`config.mk`:
```
export PLATFORM = sky130hd
export DESIGN_NAME = credential_entry
export DESIGN_NICKNAME = d
export VERILOG_FILES = /design/src/rtl/cred_pkg.sv /design/src/rtl/cred_holdoff_timer.sv /design/src/rtl/credential_entry.sv
export SDC_FILE = /design/constraint.sdc
export NUM_CORES = 1
export LEC_CHECK = 0
export BUFFER_PORTS_ARGS = -buffer_cell sky130_fd_sc_hd__buf_2
export CORE_MARGIN = 3
export CORE_UTILIZATION = 40
export CTS_CLUSTER_SIZE = 10
export DETAILED_ROUTE_END_ITERATION = 10
export MAX_ROUTING_LAYER = met4
export SETUP_SLACK_MARGIN = 0.5
export SYNTH_ARGS = -nofsm -noshare
export SYNTH_HDL_FRONTEND = slang
export SYNTH_SLANG_ARGS = --single-unit
```
`constraint.sdc`:
```
create_clock -name clk -period 3.2 [get_ports clk]
set_clock_uncertainty 0.1 [all_clocks]
set_input_delay 0.64 -clock clk [delete_from_list [all_inputs] [get_ports clk]]
set_output_delay 0.64 -clock clk [all_outputs]
set_load 0.03 [all_outputs]
```
`src/rtl/cred_pkg.sv`:
```
// Shared types and sizing for the credential entry front end.
package cred_pkg;

    typedef enum logic [1:0] {
        ENTRY   = 2'd0,
        ERR     = 2'd1,
        LOCKOUT = 2'd2,
        RESOLVE = 2'd3
    } state_t;

    localparam int DIGIT_W     = 4;
    localparam int USER_DIGITS = 4;
    localparam int MAX_DIGITS  = 8;

    localparam logic [DIGIT_W-1:0] MASK_GLYPH = 4'hF;

endpackage

```
`src/rtl/cred_holdoff_timer.sv`:
```
// Loadable down-counter; done is high while the count sits at zero.
module cred_holdoff_timer #(
    parameter int CNT_W = 32
) (
    input  logic             clk,
    input  logic             rst,
    input  logic             load,
    input  logic [CNT_W-1:0] value,
    output logic             done
);

    logic [CNT_W-1:0] cnt;

    always_ff @(posedge clk or posedge rst) begin
        if (rst) begin
            cnt <= '0;
        end else if (load) begin
            cnt <= value;
        end else if (cnt != '0) begin
            cnt <= cnt - CNT_W'(1);
        end
    end

    assign done = (cnt == '0);

endmodule

```
`src/rtl/credential_entry.sv`:
```
// Keypad front end for the unlocker: username/password digit capture plus error hold-off handshake.
// Build option: define CRED_MASK_EN to show MASK_GLYPH on the display for password digits.
module credential_entry
    import cred_pkg::*;
#(
    parameter int unsigned ERR_CYCLES     = 100_000_000,
    parameter int unsigned LOCKOUT_CYCLES = 1_000_000_000,
    parameter int          CNT_W          = 32
) (
    input  logic               clk,
    input  logic               rst,
    input  logic [DIGIT_W-1:0] digit_in,
    input  logic               btn_enter,
    input  logic               btn_back,
    input  logic               resetCount,
    input  logic               flag,
    input  logic               flagSelect,
    output logic [3:0]         inputCount,
    output logic [DIGIT_W-1:0] userNameInput0,
    output logic [DIGIT_W-1:0] userNameInput1,
    output logic [DIGIT_W-1:0] userNameInput2,
    output logic [DIGIT_W-1:0] userNameInput3,
    output logic [DIGIT_W-1:0] passwordInput0,
    output logic [DIGIT_W-1:0] passwordInput1,
    output logic [DIGIT_W-1:0] passwordInput2,
    output logic [DIGIT_W-1:0] passwordInput3,
    output logic               flagResolve,
    output logic               busy,
    output logic               lockout,
    output logic [DIGIT_W-1:0] disp_digit
);

    localparam logic [CNT_W-1:0] ERR_LOAD  = CNT_W'(ERR_CYCLES - 1);
    localparam logic [CNT_W-1:0] LOCK_LOAD = CNT_W'(LOCKOUT_CYCLES - 1);
    localparam logic [3:0]       CNT_MAX   = 4'(MAX_DIGITS);

    state_t             state;
    logic [DIGIT_W-1:0] digits [MAX_DIGITS];
    logic [3:0]         count;
    logic               reset_count_p1;

    logic               clear_req;
    logic               enter_ok;
    logic               back_ok;
    logic               tmr_load;
    logic [CNT_W-1:0]   tmr_value;
    logic               tmr_done;

    assign clear_req = resetCount & ~reset_count_p1;
    assign enter_ok  = btn_enter & ~btn_back & (count < CNT_MAX);
    assign back_ok   = btn_back & ~btn_enter & (count != 4'd0);
    assign tmr_load  = (state == ENTRY) & flag;
    assign tmr_value = flagSelect ? LOCK_LOAD : ERR_LOAD;

    cred_holdoff_timer #(
        .CNT_W (CNT_W)
    ) u_timer (
        .clk   (clk),
        .rst   (rst),
        .load  (tmr_load),
        .value (tmr_value),
        .done  (tmr_done)
    );

    always_ff @(posedge clk or posedge rst) begin
        if (rst) begin
            state          <= ENTRY;
            count          <= 4'd0;
            reset_count_p1 <= 1'b0;
            flagResolve    <= 1'b0;
            busy           <= 1'b0;
            lockout        <= 1'b0;
            disp_digit     <= '0;
            for (int i = 0; i < MAX_DIGITS; i++) digits[i] <= '0;
        end else begin
            reset_count_p1 <= resetCount;
            case (state)
                ENTRY: begin
                    // Priority: unlocker flag, then clear request, then keypad buttons.
                    if (flag) begin
                        count   <= 4'd0;
                        for (int i = 0; i < MAX_DIGITS; i++) digits[i] <= '0;
                        state   <= flagSelect ? LOCKOUT : ERR;
                        busy    <= 1'b1;
                        lockout <= flagSelect;
                    end else if (clear_req) begin
                        count <= 4'd0;
                        for (int i = 0; i < MAX_DIGITS; i++) digits[i] <= '0;
                    end else if (enter_ok) begin
                        digits[count[2:0]] <= digit_in;
                        count              <= count + 4'd1;
`ifdef CRED_MASK_EN
                        disp_digit <= (count >= 4'(USER_DIGITS)) ? MASK_GLYPH : digit_in;
`else
                        disp_digit <= digit_in;
`endif
                    end else if (back_ok) begin
                        digits[3'(count - 4'd1)] <= '0;
                        count                    <= count - 4'd1;
                    end
                end
                ERR, LOCKOUT: begin
                    // A dropped flag means the unlocker was reset; abandon the hold-off.
                    if (!flag) begin
                        state   <= ENTRY;
                        busy    <= 1'b0;
                        lockout <= 1'b0;
                    end else if (tmr_done) begin
                        state       <= RESOLVE;
                        lockout     <= 1'b0;
                        flagResolve <= 1'b1;
                    end
                end
                RESOLVE: begin
                    if (!flag) begin
                        state       <= ENTRY;
                        busy        <= 1'b0;
                        flagResolve <= 1'b0;
                    end
                end
                default: begin
                    state       <= ENTRY;
                    busy        <= 1'b0;
                    lockout     <= 1'b0;
                    flagResolve <= 1'b0;
                end
            endcase
        end
    end

    assign inputCount     = count;
    assign userNameInput0 = digits[0];
    assign userNameInput1 = digits[1];
    assign userNameInput2 = digits[2];
    assign userNameInput3 = digits[3];
    assign passwordInput0 = digits[USER_DIGITS + 0];
    assign passwordInput1 = digits[USER_DIGITS + 1];
    assign passwordInput2 = digits[USER_DIGITS + 2];
    assign passwordInput3 = digits[USER_DIGITS + 3];

endmodule
```
==> metrics.cfg <==
[global_route]
overflow = 0
grt_pass1_wl_microns = 18600
antenna_found_initial = 0
grt_max_degree = 50
grt_pass1_vias = 3686
grtUsageTotal_pct = 20.4

[logic_synthesis]
synth-seq-area-share_pct = 45.9
avgSynthCellArea_sq_um = 8.87
synth_area_sq_um = 4250
synthArstFlopShare_pct = 100
syn_inst = 479
synth_edf_count = 0
synth_seq_cells = 78
ys_types = 56
yosysWarnings = 0
syn-num-nets = 495
ys.flop_type = dfrtp_1

[power_and_ir_drop]
power.leakage_nw = 2.13
power.switching_mw = 1.83
p_int_mw = 2.19
pwr-share-comb_pct = 45.1
seq_power_share_pct = 37.5
vdd_drop_max_v = 0.000479
power_density_nw_per_um2 = 819
clkPwrFrac_pct = 17.4
netSwitchingFraction_pct = 45.5

[sta]
hold_viol = 0
fin_crit_sh_pct = 81.0
clock.fmax_ghz = 0.386
slew_violations = 0
rsz0062_at_grt = yes
setup_slack_ps = 607
setup-violations-final = 0
tightest_slew_ps = 758
slew_headroom_pct = 48.9
setup_tns_ps = 0
fin_crit_ps = 2590

[floorplanning]
die_w_microns = 109
rows = 36
die_area_sq_um = 11900
core_region_area_sq_um = 10000
dieHeight_microns = 109
io_pins = 54
initial_core_util_pct = 42.3

[place]
io_buffers = 53
post-place-ws_ps = 521
gp_congestion = 0.874
post-dp-hpwl_microns = 8140

[final_layout]
drive_above_1_share_pct = 19.0
syn2layout_area_growth_pct = 15.3
diodes = 0
fin_nets = 545
final_cell_mix = 78 x dfrtp_1, 61 x nand2_1, 53 x buf_2, 38 x nor2_1, 36 x a21oi_1
layout_commonest_cell = dfrtp_1

[cts]
cts_buffer_depth = 2
clockRootBuffer = clkbuf_8
clk_latency_ps = 350
path_clk_slew_ps = 80
clock-sinks = 78
cts-buffers-inserted = 9
htree_levels = 3
cts_tree = done

[setup_path]
cp_top_family = simple AND/OR/NAND/NOR gates
cp_cell_sequence = or4_1, or2_2, or3_4, a21o_1, a211oi_1
slowest_delay_ps = 650
required_ps = 3370
critPathSlowestCell = or4_1
cp-start-kind = register
end_kind = register
arrival_ps = 2760
cp_num_buf_inv = 0
path_class = register to register
crit_path_max_fanout = 14

[routing]
drt_iter0_drc = 284
finalWirelength_microns = 11100
dr.pass1.iters = 5
ant_nets = 0
wire_per_inst_microns = 16.8
via_count = 3895
drc_errors = 0
avgViaCountPerCell = 5.86

[job]
cap_violations = 0

[worst_hold_path]
hold_class = primary input to async pin

[status]
status = finished, final reports clean

-- worst paths after layout --
path,slack [ps],start,cells after the start,to
hold / removal,290,rst,2,u_timer.cnt[6]
setup / recovery,610,u_timer.cnt[24],5,state[1]
max in group asynchronous,2030,rst,3,userNameInput0[1]
min in group clk,330,resetCount,1,reset_count_p1
hold reg to reg,400,busy,2,busy
setup reg to reg,610,u_timer.cnt[24],5,state[1]
-- what timing repair did --
item	4_1_cts	5_1_grt
endpoints found under the setup margin	0	22
setup buffers	0	0
hold buffers	0	0
gates resized for setup	0	6
endpoints found under the hold margin	0	0
-- power groups by stage --
stage | sequential (mW) | clock [mW] | combinational [mW]
2_1_floorplan | 1.72 | 0 | 1.05
3_3_place_gp | 1.51 | 0 | 1.76
3_5_place_dp | 1.52 | 0 | 1.79
4_1_cts | 1.50 | 0.727 | 1.79
5_1_grt | 1.55 | 0.774 | 1.99
6_report | 1.51 | 0.698 | 1.81
-- layout make-up --
class                   count  area (sq um)
clock inverters             5          52.6
well taps                 133           166
repair buffers             66           375
clock buffers               9           124
flip-flops and latches     78          1950
inverters                  12          48.8
fillers                   977          5140
multi-input cells         362          2180
-- routing by layer --
layer | global-route usage (%) | wire [microns] | share of wire (%) | vias to the layer above
li1 | - | - | - | 1869
met1 | 28.2 | 5360 | 48 | 1918
met2 | 29.9 | 5120 | 46 | 94
met3 | 5.15 | 523 | 4.7 | 14
met4 | 5.50 | 144 | 1.3 | 0
met5 | - | 0 | 0 | -
-- per-stage QoR --
step / instances / hold slack, ps / total power, mW / cell area [sq um] / utilization [%]
2_1_floorplan: 479 / 379 / 2.77 / 4260 / -
3_3_place_gp: 651 / 383 / 3.27 / 4690 / 46.7
3_5_place_dp: 651 / 389 / 3.30 / 4690 / 46.7
5_1_grt: 665 / 306 / 4.31 / 4900 / 48.8
4_1_cts: 665 / 294 / 4.02 / 4860 / 48.4
6_report: 665 / 286 / 4.01 / 4900 / 48.8
-- sequential cells by signal, summed over array words and instances, names as in the netlist --
| register | cells |
|---|---|
| busy | 1 |
| disp_digit | 4 |
| flagResolve | 1 |
| inputCount | 4 |
| lockout | 1 |
| passwordInput0 | 4 |
| passwordInput1 | 4 |
| passwordInput2 | 4 |
| passwordInput3 | 4 |
| reset_count_p1 | 1 |
| state | 2 |
| u_timer.cnt | 32 |
| userNameInput0 | 4 |
| userNameInput1 | 4 |
| userNameInput2 | 4 |
| userNameInput3 | 4 |
-- Yosys cell counts, drive strengths merged (5+ instances only) --
| library cell | number | share of area [%] |
|---|---|---|
| dfrtp | 78 | 46 |
| nand2 | 61 | 5.4 |
| nor2 | 38 | 3.4 |
| a21oi | 37 | 4.4 |
| nand3 | 31 | 3.7 |
| o21ai | 24 | 2.8 |
| clkbuf | 22 | 1.9 |
| a22oi | 20 | 3.5 |
| or4 | 14 | 2.7 |
| nor3 | 13 | 1.6 |
| o31ai | 12 | 2.2 |
| inv | 11 | 0.97 |
| or3 | 11 | 1.7 |
| nor4 | 9 | 1.3 |
| a31oi | 7 | 1.0 |
| xnor2 | 7 | 1.4 |
| and3 | 6 | 0.88 |
| buf | 5 | 0.71 |
| ha | 5 | 1.5 |
| o21a | 5 | 0.88 |
| o221ai | 5 | 1.0 |
-- cell families after synthesis --
kind of cell | count (synthesis) | synth area share (%)
adders and majority gates | 5 | 1.47
DFF | 78 | 45.9
buffers and inverters | 39 | 3.71
AOI/OAI and AO/OA | 132 | 20.1
xor gates and xnor gates | 11 | 2.27
muxes | 6 | 1.53
and+or+nand+nor | 208 | 24.9
No activity file was read; power rests on OpenSTA's default activity.
